==> config.mk <==
export PLATFORM = sky130hd
export DESIGN_NAME = gambit_biu_arbiter
export DESIGN_NICKNAME = d
export VERILOG_FILES = /design/src/rtl/gambit_biu_pkg.sv /design/src/rtl/gambit_biu_timeout.sv /design/src/rtl/gambit_biu_arbiter.sv
export SDC_FILE = /design/constraint.sdc
export NUM_CORES = 1
export LEC_CHECK = 0
export CAP_MARGIN = 20
export CORE_AREA = 4 4 306 308
export DETAILED_ROUTE_END_ITERATION = 10
export DIE_AREA = 0 0 310 312
export PLACE_DENSITY_LB_ADDON = 0.3
export SLEW_MARGIN = 25
export SYNTH_ARGS = -nofsm -noshare
export SYNTH_HDL_FRONTEND = slang
export SYNTH_HIERARCHICAL = 1
export SYNTH_SLANG_ARGS = --single-unit
==> constraint.sdc <==
create_clock -name clk_i -period 3.5 [get_ports clk_i]
set_input_delay 0.35 -clock clk_i [delete_from_list [all_inputs] [get_ports clk_i]]
set_output_delay 0.35 -clock clk_i [all_outputs]
set_load 0.05 [all_outputs]
==> src/rtl/gambit_biu_pkg.sv <==
`default_nettype none
// ==========================================================================
// gambit_biu_pkg : shared types for the BIU arbiter (states, CTI, responses)
// Revision 1.0
// ==========================================================================
package gambit_biu_pkg;

    typedef enum logic [2:0] {
        ST_IDLE   = 3'd0,
        ST_OWN_IC = 3'd1,
        ST_OWN_DC = 3'd2,
        ST_TURN   = 3'd3,
        ST_ABORT  = 3'd4
    } arb_state_t;

    localparam logic [2:0] CTI_CLASSIC = 3'b000;
    localparam logic [2:0] CTI_INCR    = 3'b001;
    localparam logic [2:0] CTI_EOB     = 3'b111;

    typedef struct packed {
        logic ack;
        logic err;
        logic tlbmiss;
        logic exv;
        logic bok;
    } biu_resp_t;

endpackage
`default_nettype wire

==> src/rtl/gambit_biu_timeout.sv <==
`default_nettype none
// ==========================================================================
// gambit_biu_timeout : 8-bit saturating no-response watchdog
// Revision 1.0
// ==========================================================================
module gambit_biu_timeout #(
    parameter int LIMIT = 255
) (
    input  logic clk,
    input  logic rst_n,
    input  logic i_clr,
    input  logic i_en,
    output logic o_reached
);

    logic [7:0] r_cnt;

    always_ff @(posedge clk or negedge rst_n) begin
        if (!rst_n) begin
            r_cnt <= '0;
        end else if (i_clr) begin
            r_cnt <= '0;
        end else if (i_en && (r_cnt != 8'hFF)) begin
            r_cnt <= r_cnt + 8'd1;
        end
    end

    // Fires in the cycle whose increment would bring the count to LIMIT.
    assign o_reached = i_en && (r_cnt >= 8'(LIMIT - 1));

endmodule
`default_nettype wire

==> src/rtl/gambit_biu_arbiter.sv <==
`default_nettype none
// ==========================================================================
// gambit_biu_arbiter : IC/DC bus arbiter with turnaround and response timeout
// Revision 1.0
// ==========================================================================
module gambit_biu_arbiter
    import gambit_biu_pkg::*;
#(
    parameter int AMSB    = 63,
    parameter int TIMEOUT = 255
) (
    input  logic            clk_i,
    input  logic            rst_i,
    input  logic            ic_cyc_i,
    input  logic            ic_stb_i,
    input  logic [2:0]      ic_cti_i,
    input  logic [1:0]      ic_bte_i,
    input  logic [15:0]     ic_sel_i,
    input  logic [AMSB:0]   ic_adr_i,
    input  logic            dc_cyc_i,
    input  logic            dc_stb_i,
    input  logic            dc_we_i,
    input  logic [15:0]     dc_sel_i,
    input  logic [AMSB:0]   dc_adr_i,
    input  logic [127:0]    dc_dat_i,
    output logic            ic_ack_o,
    output logic            ic_err_o,
    output logic            ic_tlbmiss_o,
    output logic            ic_exv_o,
    output logic            ic_bok_o,
    output logic            dc_ack_o,
    output logic            dc_err_o,
    output logic            dc_tlbmiss_o,
    output logic            dc_exv_o,
    output logic            dc_bok_o,
    output logic [127:0]    dat_o,
    output logic            cyc_o,
    output logic            stb_o,
    output logic            we_o,
    output logic [2:0]      cti_o,
    output logic [1:0]      bte_o,
    output logic [15:0]     sel_o,
    output logic [AMSB:0]   adr_o,
    output logic [127:0]    bus_dat_o,
    input  logic            ack_i,
    input  logic            err_i,
    input  logic            tlbmiss_i,
    input  logic            exv_i,
    input  logic            bok_i,
    input  logic [127:0]    bus_dat_i,
    output logic [1:0]      grant_o
);

    arb_state_t r_state, w_next;
    logic       r_last_ic;
    logic       r_arb_seen;

    logic            w_own_ic, w_own_dc, w_owned, w_owner_cyc;
    logic            w_any_resp, w_to_en, w_to_clr, w_reached, w_abort;
    logic            w_raw_cyc, w_raw_stb, w_raw_we;
    logic [2:0]      w_raw_cti;
    logic [1:0]      w_raw_bte;
    logic [15:0]     w_raw_sel;
    logic [AMSB:0]   w_raw_adr;
    logic [127:0]    w_raw_dat;
    biu_resp_t       w_bus_resp, w_ic_resp, w_dc_resp;

    assign w_own_ic    = (r_state == ST_OWN_IC);
    assign w_own_dc    = (r_state == ST_OWN_DC);
    assign w_owned     = w_own_ic || w_own_dc;
    assign w_owner_cyc = r_last_ic ? ic_cyc_i : dc_cyc_i;
    assign w_bus_resp  = '{ack: ack_i, err: err_i, tlbmiss: tlbmiss_i, exv: exv_i, bok: bok_i};
    assign w_any_resp  = ack_i || err_i || tlbmiss_i || exv_i;

    always_comb begin
        w_raw_cyc = 1'b0;
        w_raw_stb = 1'b0;
        w_raw_we  = 1'b0;
        w_raw_cti = CTI_CLASSIC;
        w_raw_bte = 2'b00;
        w_raw_sel = '0;
        w_raw_adr = '0;
        w_raw_dat = '0;
        case (r_state)
            ST_OWN_IC: begin
                w_raw_cyc = ic_cyc_i;
                w_raw_stb = ic_stb_i;
                w_raw_cti = ic_cti_i;
                w_raw_bte = ic_bte_i;
                w_raw_sel = ic_sel_i;
                w_raw_adr = ic_adr_i;
            end
            ST_OWN_DC: begin
                w_raw_cyc = dc_cyc_i;
                w_raw_stb = dc_stb_i;
                w_raw_we  = dc_we_i;
                w_raw_sel = dc_sel_i;
                w_raw_adr = dc_adr_i;
                w_raw_dat = dc_dat_i;
            end
            default: ;
        endcase
    end

    assign w_to_en  = w_owned && w_raw_cyc && w_raw_stb && !w_any_resp;
    assign w_to_clr = (r_state == ST_IDLE) || (r_state == ST_TURN) || w_any_resp;

    gambit_biu_timeout #(
        .LIMIT (TIMEOUT)
    ) u_timeout (
        .clk       (clk_i),
        .rst_n     (rst_i),
        .i_clr     (w_to_clr),
        .i_en      (w_to_en),
        .o_reached (w_reached)
    );

    assign w_abort = w_owned && w_reached;

    assign cyc_o     = w_raw_cyc && !w_abort;
    assign stb_o     = w_raw_stb && !w_abort;
    assign we_o      = w_raw_we  && !w_abort;
    assign cti_o     = w_abort ? CTI_CLASSIC : w_raw_cti;
    assign bte_o     = w_abort ? 2'b00 : w_raw_bte;
    assign sel_o     = w_abort ? '0 : w_raw_sel;
    assign adr_o     = w_abort ? '0 : w_raw_adr;
    assign bus_dat_o = w_abort ? '0 : w_raw_dat;
    assign dat_o     = (w_owned && !w_abort) ? bus_dat_i : '0;
    assign grant_o   = {w_own_dc, w_own_ic};

    // On the abort cycle the owner sees only the synthetic error pulse.
    always_comb begin
        w_ic_resp = '0;
        w_dc_resp = '0;
        if (w_abort) begin
            w_ic_resp.err = w_own_ic;
            w_dc_resp.err = w_own_dc;
        end else begin
            if (w_own_ic) w_ic_resp = w_bus_resp;
            if (w_own_dc) w_dc_resp = w_bus_resp;
        end
    end

    assign ic_ack_o     = w_ic_resp.ack;
    assign ic_err_o     = w_ic_resp.err;
    assign ic_tlbmiss_o = w_ic_resp.tlbmiss;
    assign ic_exv_o     = w_ic_resp.exv;
    assign ic_bok_o     = w_ic_resp.bok;
    assign dc_ack_o     = w_dc_resp.ack;
    assign dc_err_o     = w_dc_resp.err;
    assign dc_tlbmiss_o = w_dc_resp.tlbmiss;
    assign dc_exv_o     = w_dc_resp.exv;
    assign dc_bok_o     = w_dc_resp.bok;

    always_comb begin
        w_next = r_state;
        case (r_state)
            ST_IDLE: begin
                // Tie-break favours the master not granted last; DC before any grant.
                if (ic_cyc_i && dc_cyc_i)
                    w_next = (r_last_ic || !r_arb_seen) ? ST_OWN_DC : ST_OWN_IC;
                else if (ic_cyc_i)
                    w_next = ST_OWN_IC;
                else if (dc_cyc_i)
                    w_next = ST_OWN_DC;
            end
            ST_OWN_IC: begin
                if (!ic_cyc_i)      w_next = ST_TURN;
                else if (w_reached) w_next = ST_ABORT;
            end
            ST_OWN_DC: begin
                if (!dc_cyc_i)      w_next = ST_TURN;
                else if (w_reached) w_next = ST_ABORT;
            end
            ST_TURN:  w_next = ST_IDLE;
            ST_ABORT: if (!w_owner_cyc) w_next = ST_TURN;
            default:  w_next = ST_IDLE;
        endcase
    end

    always_ff @(posedge clk_i or negedge rst_i) begin
        if (!rst_i) begin
            r_state <= ST_IDLE;
        end else begin
            r_state <= w_next;
        end
    end

    always_ff @(posedge clk_i or negedge rst_i) begin
        if (!rst_i) begin
            r_last_ic  <= 1'b0;
            r_arb_seen <= 1'b0;
        end else if (r_state == ST_IDLE) begin
            if (w_next == ST_OWN_IC) begin
                r_last_ic  <= 1'b1;
                r_arb_seen <= 1'b1;
            end else if (w_next == ST_OWN_DC) begin
                r_last_ic  <= 1'b0;
                r_arb_seen <= 1'b1;
            end
        end
    end

endmodule
`default_nettype wire

==> results of run 1 <==
==> power groups by stage <==
stage	sequential, mW	combinational, mW	clock, mW
2_1_floorplan	0.195	7.80	0
3_3_place_gp	0.210	13.0	0
3_5_place_dp	0.214	13.0	0
4_1_cts	0.213	13.0	0.224
5_1_grt	0.219	13.4	0.233
6_report	0.214	12.8	0.219
==> worst reg2reg max path, stage by stage, from the launching register on <==
cell,delay [ps]
dfrtp_2,480
nor3b_4,300
a22oi_2,130
nor4b_4,290
o21ai_0,150
nor3_2,170
buf_4,160
buf_6,270
nand2_1,100
a2bb2oi_1,200
o221ai_1,140
==> metal layers <==
metal	track usage	wire, um
met5	0	184
met4	0.02818	1740
met3	0.07454	9217
met2	0.2032	29270
met1	0.1276	22800
==> cell type report <==
class,instances,area [um^2]
inverter,4,15.01
sequential,13,327.8
fill,10320,77330
multi-input combinational,507,3356
tap,1186,1484
timing repair buffer,811,8454
antenna,25,62.56
clock buffer,4,78.83
==> state kept, by name, summed over array words and instances, names as in the netlist <==
signal	cells
u_timeout/r_cnt	8
r_state	3
r_last_ic	1
r_arb_seen	1
==> through the flow <==
step	std cells	instance area [um^2]	hold WS, ps	setup TNS, ps
floorplan	602	4131	54.41	0
global placement	2519	13570	497.0	0
detailed placement	2519	13570	503.7	-1281
CTS	2524	13670	521.5	0
global route	2531	13730	567.1	0
finish	2550	13780	521.0	0
==> repair_timing <==
action                     in CTS  in global routing
setup endpoints to repair      58                118
setup buffers                   1                  1
hold buffers                    0                  0
pin swaps                       1                  0
resized for setup               2                  8
==> kinds of logic after synthesis <==
| logic type | after synthesis | synth area share |
|---|---|---|
| and+or+nand+nor | 393 | 0.5612 |
| AOI/OAI and AO/OA | 108 | 0.2187 |
| buffers and inverters | 82 | 0.1248 |
| DFF | 13 | 0.07874 |
| muxes | 4 | 0.01060 |
| adders and majority gates | 2 | 0.006056 |
==> synthesized netlist by cell type, types with 3 or more instances <==
cell        n  area share
and3_1    143        0.22
and2_1    128        0.19
nor2_1     68       0.062
a22oi_1    65        0.12
clkbuf_1   31       0.028
buf_4      20       0.036
a22oi_2    18       0.055
nor2_2     18       0.027
buf_6      13       0.035
dfrtp_1    13       0.079
buf_2      12       0.015
nand3_1     6      0.0073
nand2_1     5      0.0045
nor3_1      5      0.0061
a21oi_1     4      0.0048
inv_1       4      0.0036
nand2b_1    3      0.0045
nor2b_1     3      0.0045
==> worst min-delay path by stage <==
stage                     startpoint    endpoint  slack, ps  cells past startpoint
final                     r_arb_seen  r_arb_seen        520                      1
after global routing      r_arb_seen  r_arb_seen        570                      1
after CTS                 r_arb_seen  r_arb_seen        520                      1
after detailed placement  r_arb_seen  r_arb_seen        500                      1
after global placement    r_arb_seen  r_arb_seen        500                      1
after floorplan                rst_i  r_arb_seen         50                      0
==> results_dict.tcl, run 1 <==
set metrics [dict create \
    status "finished clean" \
    path_class "flip-flop to output pin" \
    yosysWarnings 6 \
    cts_buffers 3 \
    hold_viol 0 \
    layout_commonest_cell "clkdlybuf4s50_1" \
    drv_cap 0 \
    grt_remaining_overflow 0 \
    first_global_vias 8331 \
    ys_seq_area_frac 0.07874 \
    critPathLaunchType "flip-flop" \
    drtAntennaViolNets 0 \
    switching_share 0.6472 \
    fin_util 0.1512 \
    reg2reg_slack_ps 960 \
    internal-power_mw 4.677 \
    place_congestion 0.8413 \
    cts_root_buffer "clkbuf_16" \
    track_usage 0.1207 \
    layout_setup_ws_ps 166.3 \
    io_pins 789 \
    cp.depth 12 \
    r2r_cells 10 \
    pre_cts_slack_ps -63.05 \
    r2r_end "r_state[0]" \
    r2r-start "r_state[0]" \
    wirelength_mm 63.21 \
    viasPerCell 3.076 \
    drtIter0Drc 390 \
    grt_pass1_wl_mm 78.50 \
    netlist_instances 602 \
    layout_common_cells "clkdlybuf4s50_1 (432), buf_4 (273), and3_1 (143)" \
    place_hpwl_mm 57.23 \
    clock_skew_ps 1.159 \
    rows 111 \
    p_leak_nw 6.002 \
    core_um2 91110 \
    rsz0062_at_grt "no" \
    crit_family "buffers and inverters" \
    syn_area_per_cell_um2 6.863 \
    path_max_fanout 49 \
    synthArstFlopShare 1.000 \
    syn_to_final_growth_pct 233.5 \
    dieArea_um2 96720 \
    h-tree-depth 1 \
    num_vias 7845 \
    crit_chain "nor2b_1 > a22oi_1 > nor4b_4 > o21ai_0 > nor3_2 > buf_4 > nor2_4 > a21boi_4 > buf_12 > buf_12 > and2_1 > buf_4" \
    p_seq_frac 0.016 \
    period_share 0.9525 \
    max_freq_mhz 300.0 \
    tritoncts "built" \
    fin_nets 1775 \
    min_period_ps 3334 \
    required_ps 3150 \
    drive_gt1_frac 0.3234 \
    synth-edff-count 0 \
    clock_path_buffers 2 \
    clkTransAtPathRegs_ps 50 \
    cp_slowest_cell "dfrtp_2" \
    p_sw_mw 8.579 \
    crit_path_max_incr_delay_ps 480 \
    antenna_found_initial 54 \
    end_kind "output pin" \
    wl_per_cell_um 24.79 \
    finalPower_mw 13.26 \
    hold_class "flip-flop to flip-flop" \
    slew_viol_final 0 \
    die_h_um 312 \
    combinationalPowerShare 0.967 \
    slew_headroom 0.4143 \
    clkPwrFrac 0.016 \
    crit_buf_inv 4 \
    syn_nets 1037 \
    start_util 0.04535 \
    synth-main-ff-cell "dfrtp_1" \
    port_buffers 788 \
    clock_sinks 13 \
    netlist_area_um2 4131 \
    ys_seq_elements 13 \
    dr.pass1.iters 4 \
    crit_path_start "r_state[0]" \
    synth.lib_cells_used.distinct 50 \
    drc 0 \
    power_density_nw_per_um2 962.1 \
    die_w_um 310 \
    worstPathArrival_ps 2980 \
    setup_viol 0 \
    tightest_slew_ps 878.5 \
    crit_end "dat_o[127]" \
    irDropWorstVdd_mv 0.5479 \
    clk_latency_ps 240 \
    grt_max_degree 144 \
]
Power figures use the tool's default switching activity.
==> run 2: changes to the inputs <==
--- a/config.mk
+++ b/config.mk
@@ -9,7 +9,8 @@
 export CORE_AREA = 4 4 306 308
 export DETAILED_ROUTE_END_ITERATION = 10
 export DIE_AREA = 0 0 310 312
-export PLACE_DENSITY_LB_ADDON = 0.3
+export HOLD_SLACK_MARGIN = 0.08
+export PLACE_DENSITY = 0.37
 export SLEW_MARGIN = 25
 export SYNTH_ARGS = -nofsm -noshare
 export SYNTH_HDL_FRONTEND = slang
==> results_dict.tcl, run 2 (synthesis results as in run 1) <==
set metrics [dict create \
    antenna_found_initial 49 \
    nFillCells 10350 \
    drtIter0Drc 375 \
    tritoncts "built" \
    worstPathArrival_ps 3040 \
    rows 111 \
    num_vias 7825 \
    final_area_um2 13660 \
    period_share 0.9694 \
    dieArea_um2 96720 \
    tightest_slew_ps 1022 \
    crit_chain "dlygate4sd2_1 > buf_4 > nor4_4 > nor4b_4 > o21ai_1 > nor3_2 > nor2_4 > a21boi_4 > buf_12 > buf_12 > buf_4 > and2_1 > buf_4" \
    fin_util 0.1499 \
    clkTransAtPathRegs_ps 50 \
    drive_gt1_frac 0.3274 \
    worst_hold_slack_ps 521.6 \
    place_congestion 0.8620 \
    final_cells 2548 \
    ctsHoldBuffers 0 \
    layout_common_cells "clkdlybuf4s50_1 (431), buf_4 (296), and3_1 (143)" \
    start_util 0.04535 \
    viasPerCell 3.071 \
    hold_viol 0 \
    path_class "primary input to output pin" \
    crit_path_max_incr_delay_ps 320 \
    clock_skew_ps 3.195 \
    die_w_um 310 \
    hold_class "flip-flop to flip-flop" \
    clock_sinks 13 \
    top_register "u_timeout/r_cnt" \
    setup_tns_ps 0 \
    end_kind "output pin" \
    p_leak_nw 6.003 \
    slew_headroom 0.3184 \
    cp_slowest_cell "dlygate4sd2_1" \
    die_h_um 312 \
    irDropWorstVdd_mv 0.6103 \
    min_period_ps 3393 \
    crit_buf_inv 6 \
    io_pins 789 \
    crit_family "buffers and inverters" \
    reg2reg_slack_ps 1030 \
    pre_cts_slack_ps -150.5 \
    path_max_fanout 15 \
    clk_latency_ps 240 \
    setup_viol 0 \
    core_um2 91110 \
    slew_viol_final 0 \
    rsz0062_at_grt "no" \
    drtAntennaViolNets 0 \
    grt_pass1_wl_mm 78.20 \
    syn_to_final_growth_pct 230.6 \
    layout_commonest_cell "clkdlybuf4s50_1" \
    top_regs "u_timeout/r_cnt (8), r_state (3)" \
    max_freq_mhz 294.7 \
    grt_remaining_overflow 0 \
    placed_cells 2522 \
    finalPower_mw 13.40 \
    largest_reg_flops 8 \
    h-tree-depth 1 \
    power_density_nw_per_um2 981.0 \
    clock_path_buffers 2 \
    drc 0 \
    dr.pass1.iters 4 \
    critPathLaunchType "primary input" \
    wl_per_cell_um 24.47 \
    wirelength_mm 62.36 \
    place_hpwl_mm 55.27 \
    crit_top_cell "buf_4" \
    status "finished clean" \
    grt_max_degree 144 \
    port_buffers 788 \
    track_usage 0.1190 \
    drv_cap 0 \
    required_ps 3150 \
    fin_nets 1783 \
    cts_buffers 3 \
    placed_cell_area_um2 13410 \
    cts_root_buffer "clkbuf_16" \
    first_global_vias 8219 \
    layout_setup_ws_ps 107.1 \
]
-- run 2: power by group --
part           internal [mW]  switching [mW]
logic                   4.35            8.62
registers              0.171          0.0372
clock network          0.154          0.0690
-- run 2: path summary, 6_finish.rpt --
check,from,end,depth (start not counted)
min reg2reg,r_arb_seen,r_arb_seen,1
min,r_arb_seen,r_arb_seen,1
max reg2reg,r_state[1],r_state[0],10
max in group asynchronous,rst_i,r_state[1],1
max,ack_i,dat_o[121],13
min in group asynchronous,rst_i,r_state[2],1
-- run 2: worst reg2reg max path: stages, from the launching register on --
cell	delay (ps)
dfrtp_2	470
nor3b_4	230
a22oi_1	170
nor4b_4	290
o21ai_1	120
nor3_2	290
buf_4	190
buf_4	200
nand2_1	70
a2bb2oi_1	170
o221ai_1	120
-- run 2: what timing repair did --
action                     CTS  global route
setup endpoints to repair  208            74
buffers inserted             2             3
pin swaps                    1             2
resized for setup            5             3
cloned                       2             0
-- run 2: cell type report --
type / count / area [um^2] / area share
diodes: 15 / 37.54 / 0.002749
clock buffers: 4 / 78.83 / 0.005772
inverters: 4 / 15.01 / 0.001099
multi-input cells: 508 / 3362 / 0.2462
flip-flops and latches: 13 / 327.8 / 0.02400
well taps: 1186 / 1484 / 0.1087
repair buffers: 818 / 8352 / 0.6115
-- run 2: per-layer routing --
layer	wire length [um]	track usage
met2	29330	0.2039
met5	156	0
met1	23960	0.1364
met3	8539	0.06485
met4	371	0.006332
==> run 3: changes to the inputs <==
--- a/config.mk
+++ b/config.mk
@@ -6,11 +6,11 @@
 export NUM_CORES = 1
 export LEC_CHECK = 0
 export CAP_MARGIN = 20
-export CORE_AREA = 4 4 306 308
+export CORE_AREA = 2 2 308 310
 export DETAILED_ROUTE_END_ITERATION = 10
 export DIE_AREA = 0 0 310 312
 export HOLD_SLACK_MARGIN = 0.08
-export PLACE_DENSITY = 0.37
+export PLACE_DENSITY = 0.36
 export SLEW_MARGIN = 25
 export SYNTH_ARGS = -nofsm -noshare
 export SYNTH_HDL_FRONTEND = slang
==> constraint.sdc (replaced) <==
create_clock -name clk_i -period 4.2 [get_ports clk_i]
set_input_delay 0.42 -clock clk_i [delete_from_list [all_inputs] [get_ports clk_i]]
set_output_delay 0.42 -clock clk_i [all_outputs]
set_load 0.05 [all_outputs]
==> results_dict.tcl, run 3 (synthesis results as in run 1) <==
set metrics [dict create \
    antenna_found_initial 22 \
    clock_skew_ps 2.866 \
    die_h_um 312 \
    fin_nets 1764 \
    setup_viol 0 \
    power_density_nw_per_um2 809.7 \
    rows 112 \
    post_cts_resized 0 \
    end_kind "output pin" \
    required_ps 3780 \
    slew_headroom 0.3924 \
    cts_root_buffer "clkbuf_16" \
    num_vias 7650 \
    drive_gt1_frac 0.3155 \
    place_hpwl_mm 50.79 \
    top_register "u_timeout/r_cnt" \
    syn_to_final_growth_pct 223.5 \
    irDropWorstVdd_mv 0.5664 \
    drtAntennaViolNets 0 \
    rsz0062_at_grt "no" \
    tightest_slew_ps 911.4 \
    core_um2 93050 \
    post_cts_buffers 0 \
    dieArea_um2 96720 \
    grt_max_degree 144 \
    ctsHoldBuffers 0 \
    wirelength_mm 57.40 \
    grt_remaining_overflow 0 \
    clock_path_buffers 2 \
    drc 0 \
    track_usage 0.1099 \
    critPathLaunchType "primary input" \
    place_congestion 0.9057 \
    port_buffers 788 \
    worstPathArrival_ps 3540 \
    setup_tns_ps 0 \
    die_w_um 310 \
    layout_setup_ws_ps 243.6 \
    fin_util 0.1437 \
    tritoncts "built" \
    period_share 0.9420 \
    grt_pass1_wl_mm 72.30 \
    wl_per_cell_um 22.18 \
    start_util 0.04440 \
    grtUsageMet2 0.1822 \
    crit_path_max_incr_delay_ps 540 \
    dr.pass1.iters 4 \
    multi_input_area_um2 3329 \
    cts_buffers 3 \
    clk_latency_ps 240 \
    path_max_fanout 111 \
    clkTransAtPathRegs_ps 50 \
    layout_commonest_cell "clkdlybuf4s50_1" \
    io_pins 789 \
    drv_cap 0 \
    min_period_ps 3956 \
    h-tree-depth 1 \
    viasPerCell 2.956 \
    clock_sinks 13 \
    pre_cts_slack_ps 295.7 \
    nFillCells 10680 \
    hold_class "flip-flop to flip-flop" \
    max_freq_mhz 252.8 \
    met1_usage 0.1281 \
    p_leak_nw 5.838 \
    crit_chain "clkdlybuf4s50_1 > nor4_1 > nor4b_2 > o21ai_0 > nor3_2 > nor2_4 > a21boi_4 > buf_12 > and2_1 > buf_4" \
    busiest_layer "met2" \
    cp_slowest_cell "clkdlybuf4s50_1" \
    first_global_vias 7793 \
    hold_viol 0 \
    seqCellArea_um2 325.3 \
    slew_viol_final 0 \
    layout_common_cells "clkdlybuf4s50_1 (434), buf_4 (290), and3_1 (143)" \
    grt_use_met3 0.06001 \
    status "finished clean" \
    top_regs "u_timeout/r_cnt (8), r_state (3)" \
    path_class "primary input to output pin" \
    drtIter0Drc 285 \
    largest_reg_flops 8 \
]
==> run 3: stage by stage <==
step	std cells	hold slack, ps	area (um^2)	power [mW]
CTS	2582	528.5	13350	11.01
global route	2582	563.6	13350	11.33
finish	2588	528.5	13370	10.82
detailed placement	2578	518.5	13270	10.80
floorplan	602	124.4	4131	6.664
global placement	2578	504.8	13270	10.83
==> run 3: area by class of cell <==
type                    count  area share
multi-input cells         507      0.2491
repair buffers            800      0.6010
well taps                1254      0.1174
clock buffers               4    0.005897
diodes                      6    0.001123
inverters                   4    0.001123
flip-flops and latches     13     0.02434
==> run 3: final timing paths <==
check                           cells past startpoint  slack, ps        from                  to
worst max-delay path                               10        240       ack_i           dat_o[74]
worst min-delay path                                1        530  r_arb_seen          r_arb_seen
worst max register to register                      9       1160  r_state[2]          r_state[0]
worst min register to register                      1        530  r_arb_seen          r_arb_seen
max in group asynchronous                           1       3180       rst_i  u_timeout/r_cnt[6]
min in group asynchronous                           1        590       rst_i          r_arb_seen
==> run 3: routing by layer <==
metal,up-vias,part of all wire,wire length [um]
met3,36,0.14,7977
met4,26,0.010,598
met5,-,0.0028,160
met1,3586,0.39,22240
met2,424,0.46,26430
li1,3578,-,-
==> run 3: where the power goes <==
group	internal, mW	leakage [nW]	switching (mW)	total (mW)
logic	3.38	5.63	7.08	10.5
clock network	0.128	0.0382	0.0535	0.182
registers	0.140	0.170	0.0380	0.178
==> run 3: worst max-delay path, delay by kind of cell <==
family,cells,cell delay [ps]
buffers and inverters,3,920
AND/OR/NAND/NOR,5,1660
AO/OA/AOI/OAI,2,380
